[src/rtl/johnson_seq_ctrl.sv]
// johnson_seq_ctrl: steps a WIDTH-stage Johnson counter a programmed number of
// times per start command.
// Provides stop/seed control, one-hot phase decode, busy/done status and a
// sticky illegal-seed flag.
// Ports:
//   i_clk, i_reset   - rising-edge clock, async active-high reset
//   i_start, i_len   - run request and step count (sampled together in IDLE)
//   i_stop           - abort a run; q holds, no done pulse
//   i_load, i_seed   - seed q in IDLE (illegal codes force q=0 and set err)
//   o_q, o_phase     - counter state and its one-hot decode
//   o_busy, o_done   - RUN indicator, one-cycle end-of-run pulse
//   o_err            - sticky illegal-seed flag
module johnson_seq_ctrl #(
  parameter int WIDTH = 4,
  parameter int LEN_W = 8
) (
  input  logic               i_clk,
  input  logic               i_reset,
  input  logic               i_start,
  input  logic [LEN_W-1:0]   i_len,
  input  logic               i_stop,
  input  logic               i_load,
  input  logic [WIDTH-1:0]   i_seed,
  output logic [WIDTH-1:0]   o_q,
  output logic [2*WIDTH-1:0] o_phase,
  output logic               o_busy,
  output logic               o_done,
  output logic               o_err
);

  typedef enum logic [1:0] {
    S_IDLE = 2'd0,
    S_RUN  = 2'd1,
    S_DONE = 2'd2
  } state_t;

  state_t           r_state;
  state_t           w_state_nxt;
  logic [WIDTH-1:0] r_q;
  logic [WIDTH-1:0] w_q_nxt;
  logic [LEN_W-1:0] r_rem;
  logic [LEN_W-1:0] w_rem_nxt;
  logic             r_err;
  logic             w_err_nxt;
  logic             w_seed_legal;
  logic [WIDTH-1:0] w_q_step;

  // k-th code of the Johnson sequence: k ones filling from the LSB for
  // k <= WIDTH, then zeros filling from the LSB.
  function automatic logic [WIDTH-1:0] f_code(input int k);
    logic [WIDTH-1:0] c;
    c = '0;
    for (int i = 0; i < WIDTH; i++) begin
      if (k <= WIDTH) c[i] = (i < k);
      else            c[i] = (i >= k - WIDTH);
    end
    return c;
  endfunction

  // A Johnson code has at most one boundary between adjacent differing bits.
  function automatic logic f_legal(input logic [WIDTH-1:0] s);
    int n;
    n = 0;
    for (int i = 0; i < WIDTH - 1; i++) begin
      if (s[i] != s[i+1]) n++;
    end
    return (n <= 1);
  endfunction

  assign w_seed_legal = f_legal(i_seed);
  assign w_q_step     = {r_q[WIDTH-2:0], ~r_q[WIDTH-1]};

  // State register
  always_ff @(posedge i_clk or posedge i_reset) begin
    if (i_reset) begin
      r_state <= S_IDLE;
      r_q     <= '0;
      r_rem   <= '0;
      r_err   <= 1'b0;
    end else begin
      r_state <= w_state_nxt;
      r_q     <= w_q_nxt;
      r_rem   <= w_rem_nxt;
      r_err   <= w_err_nxt;
    end
  end

  // Next-state logic
  always_comb begin
    w_state_nxt = r_state;
    w_q_nxt     = r_q;
    w_rem_nxt   = r_rem;
    w_err_nxt   = r_err;
    case (r_state)
      S_IDLE: begin
        // load has priority; a start on the same edge is dropped
        if (i_load) begin
          if (w_seed_legal) begin
            w_q_nxt = i_seed;
          end else begin
            w_q_nxt   = '0;
            w_err_nxt = 1'b1;
          end
        end else if (i_start) begin
          if (i_len != '0) begin
            w_state_nxt = S_RUN;
            w_rem_nxt   = i_len;
          end else begin
            w_state_nxt = S_DONE;
          end
        end
      end
      S_RUN: begin
        if (i_stop) begin
          w_state_nxt = S_IDLE;
          w_rem_nxt   = '0;
        end else begin
          w_q_nxt   = w_q_step;
          w_rem_nxt = r_rem - LEN_W'(1);
          // final step of the run; remaining lands on 0
          if (r_rem == LEN_W'(1)) w_state_nxt = S_DONE;
        end
      end
      S_DONE: begin
        w_state_nxt = S_IDLE;
      end
      default: begin
        w_state_nxt = S_IDLE;
        w_rem_nxt   = '0;
      end
    endcase
  end

  // Output logic
  always_comb begin
    o_q     = r_q;
    o_err   = r_err;
    o_busy  = (r_state == S_RUN);
    o_done  = (r_state == S_DONE);
    o_phase = '0;
    for (int k = 0; k < 2 * WIDTH; k++) begin
      o_phase[k] = (r_q == f_code(k));
    end
  end

endmodule

[config.mk]
export PLATFORM = sky130hd
export DESIGN_NAME = johnson_seq_ctrl
export DESIGN_NICKNAME = d
export VERILOG_FILES = /design/src/rtl/johnson_seq_ctrl.sv
export SDC_FILE = /design/constraint.sdc
export NUM_CORES = 1
export LEC_CHECK = 0
export CORE_MARGIN = 10
export CORE_UTILIZATION = 31
export DETAILED_ROUTE_END_ITERATION = 10
export PLACE_DENSITY = 0.64
export SYNTH_ARGS = -nofsm -noshare
export SYNTH_HDL_FRONTEND = slang
export SYNTH_SLANG_ARGS = --single-unit
[constraint.sdc]
create_clock -name i_clk -period 2.61 [get_ports i_clk]
set_clock_uncertainty 0.15 [all_clocks]
set_input_delay 0.6525 -clock i_clk [delete_from_list [all_inputs] [get_ports i_clk]]
set_output_delay 0.6525 -clock i_clk [all_outputs]
set_load 0.02 [all_outputs]
==> flow_summary.ini <==
[status]
status = finished, final reports clean

[setup_path]
rrSetupSlack_ps = 450
max_stage_delay_ps = 740
worst_setup_path_startpoint = i_len[3]
reg2reg_to = r_rem[7]$_DFFE_PP0P_
setup.worst_path.end_class = register
maximum_fanout_along_the_worst_path = 9
cp_num_cells = 6
reg2regPathDepth = 4
endpoint = r_rem[1]$_DFFE_PP0P_
worst_ep_required_time_ps = 2650
timing.critical_path.arrival_ps = 2540
rr_startpoint = r_rem[3]$_DFFE_PP0P_
critPathTopFamily = compound AO/OA/AOI/OAI gates
timing.critical_path.slowest_stage_cell = a2111oi_2
crit_path_cell_trace = clkdlybuf4s50_1 -> nor4_1 -> buf_4 -> a2111oi_2 -> nor2_1 -> o31a_1
setup.worst_path.start_class = input port
setup.worst_path.class = in -> reg
critical_path_buf_inv_count = 2

[floorplanning]
fp-row-count = 21
area_of_the_die_mm2 = 0.00638
die_width_um = 79.9
top_level_ports = 32
initial_cell_density_of_the_core_pct = 32.8
core_mm2 = 0.00339
chipHeight_um = 79.9

[drt]
vias_cell = 5.23
num_vias = 1135
drtAntennaViolNets = 0
post-route-drc-count = 0
detail_route.wirelength_mm = 3.42
drt_pre_antenna_iters = 4
count_of_routing_violations_after_the_opening_detailed_route_iteration = 70
avgRoutedWirePerCell_um = 15.8

[grt]
grt_max_degree = 17
global_route_wire_length_before_repair_mm = 5.62
grt_use_total_pct = 10.9
grt_antenna_before_repair = 0
overall_overflow_remaining_after_global_route = 0
vias_in_the_first_global_route = 1160

[power_and_ir_drop]
irDropWorstVdd_mv = 0.217
leakage_nw = 0.695
power_density_of_the_placed_cells_mw_per_mm2 = 653

[timing]
post-route-min-period_ps = 2490
hold_viol = 0
tightestPinTransition_ps = 865
timing.final.crit_share_pct = 95.5
setup_ws_ps = 116
slew_headroom_pct = 42.2
worst_hold_slack_ps = 344
rsz_0062_raised_after_global_routing = no
slew_viols_final = 0
fmax_ghz = 0.401
setup_viol = 0

[placed_design]
dpl.hpwl_mm = 2.68
globalplace.congestion = 0.901
dp_worst_setup_slack_ps = -168
port_buffers = 31
dpl-instance-area_mm2 = 0.00153

[final_layout]
areaGrowthSynthToFinish_pct = 41.8
cell_area_after_layout_mm2 = 0.00158
fillCellCount = 327
post_route_cells_drive_above_1_share_pct = 13.5
nets = 193
antenna-diode-count = 0
layout.core_utilization_pct = 46.5

[synthesis]
post-synth-top-area-cell = dfrtp_1
synthDistinctLibCells = 37
yosysWarnings = 0
async_reset_ff_share_pct = 100
post_synth_instance_area_mm2 = 0.00111
yosysMostFrequentCell = dfrtp_1
synth-seq-area-share_pct = 33.7
mean_instance_size_in_the_synthesized_netlist_um2 = 8.62
post-synth-top-area-fraction_pct = 33.7
postSynth.topFlopCell = dfrtp_1
syn-instance-count = 129
cell_types_with_the_largest_area_share_after_synthesis = dfrtp_1 (34%), o21ai_0 (5.4%), o2bb2ai_1 (4.7%)
number_of_enable_type_register_cells_in_the_synthesized_netlist = 0
synth_common_cells = dfrtp_1 (15), nor2_1 (12), o21ai_0 (12), inv_1 (9), o2bb2ai_1 (6)
postSynthRegisterBits = 15
syn_nets = 150

[cts]
clk_path_buf_depth = 2
cts_tree = yes
number_of_cts_inserted_buffers = 3
post_cts_clock_slew_at_the_launch_and_capture_registers_of_the_worst_setup_and_hold_paths_ps = 100
ctsHoldBuffers = 0
cts_htree_levels = 1
worstSkewPairLatency_ps = 300
postCtsSetupBuffers = 0
postCtsResizedCells = 1
clock_sinks = 15
clock-root-buffer = clkbuf_4

[min_path]
worst_hold_path_type = reg -> reg

[run]
maxCapViolCount = 0
[flip-flops by register name, indices dropped and copies added, names as in the netlist]
| signal | cells |
|---|---|
| r_rem | 8 |
| o_err | 1 |
| o_q | 4 |
| r_state | 2 |
[cells in the final DEF, fill, tap and decap left out, types with 2 or more instances in the layout]
cell	Yosys	routed
a21oi_1	5	5
a22oi_1	2	2
a311o_1	2	2
a31oi_1	2	2
and2_1	3	3
buf_4	0	14
clkbuf_4	0	3
clkdlybuf4s50_1	0	26
dfrtp_1	15	11
dfrtp_2	0	4
dlymetal6s2s_1	0	5
ha_1	4	4
inv_1	9	9
mux2i_1	4	4
nand2_1	4	4
nand2b_1	4	4
nand3_1	5	5
nor2_1	12	12
nor3_1	5	5
nor3b_1	4	4
nor4_1	5	5
nor4b_1	2	2
o21ai_0	12	12
o2bb2ai_1	6	6
or3_1	2	2
xnor2_1	2	2
[worst register-to-register path, stage by stage, from the launching register on]
cell	delay (ps)
dfrtp_1	470
or4_4	560
or3_1	350
a2111oi_1	390
a311o_1	180
[routing by layer]
layer / vias up / share of wire, % / global-route usage [%]
li1: 563 / - / -
met1: 530 / 45 / 13.8
met2: 35 / 47 / 16.9
met3: 7 / 5.3 / 1.69
met4: 0 / 2.3 / 6.34
met5: - / 0 / 0
[stage by stage]
stage               std cells  power (mW)  setup TNS, ps
CTS                       217        1.03              0
finish                    217        1.03              0
global placement          213       0.869           -653
global route              217        1.10              0
detailed placement        213       0.885           -985
floorplan                 129       0.672              0
[worst min path at each step]
| stage | cells after the start | slack, ps | end | from |
|---|---|---|---|---|
| 2_1_floorplan | 1 | 330 | r_rem[6]$_DFFE_PP0P_ | r_rem[6]$_DFFE_PP0P_ |
| 3_3_place_gp | 1 | 320 | o_err$_DFFE_PP0P_ | o_err$_DFFE_PP0P_ |
| 3_5_place_dp | 1 | 320 | o_err$_DFFE_PP0P_ | o_err$_DFFE_PP0P_ |
| 4_1_cts | 1 | 350 | o_err$_DFFE_PP0P_ | o_err$_DFFE_PP0P_ |
| 5_1_grt | 1 | 380 | o_err$_DFFE_PP0P_ | o_err$_DFFE_PP0P_ |
| 6_report | 1 | 340 | o_err$_DFFE_PP0P_ | o_err$_DFFE_PP0P_ |
[layout make-up]
cell class | instances | area [um2] | area share (%)
multi-input combinational | 97 | 648 | 41.1
sequential | 15 | 380 | 24.1
inverter | 10 | 37.5 | 2.38
tap | 46 | 57.6 | 3.65
clock buffer | 4 | 26.3 | 1.67
timing repair buffer | 45 | 428 | 27.1
[power breakdown]
part | internal (mW) | leakage [nW] | switching (mW)
Sequential | 0.294 | 0.182 | 0.0935
Combinational | 0.237 | 0.498 | 0.259
Clock | 0.0597 | 0.0150 | 0.0859
Total | 0.591 | 0.695 | 0.438
[cells by family (layout without fill, tap and decap cells)]
family | after synthesis | after routing | share of synthesized area [%]
xor gates and xnor gates | 3 | 3 | 2.36
muxes | 4 | 4 | 3.60
adders and majority gates | 4 | 4 | 4.50
DFF | 15 | 15 | 33.7
AOI/OAI and AO/OA | 37 | 37 | 23.6
and+or+nand+nor | 49 | 49 | 24.2
buffers and inverters | 17 | 59 | 7.99
Note: power is estimated with default switching activity, not from simulation.
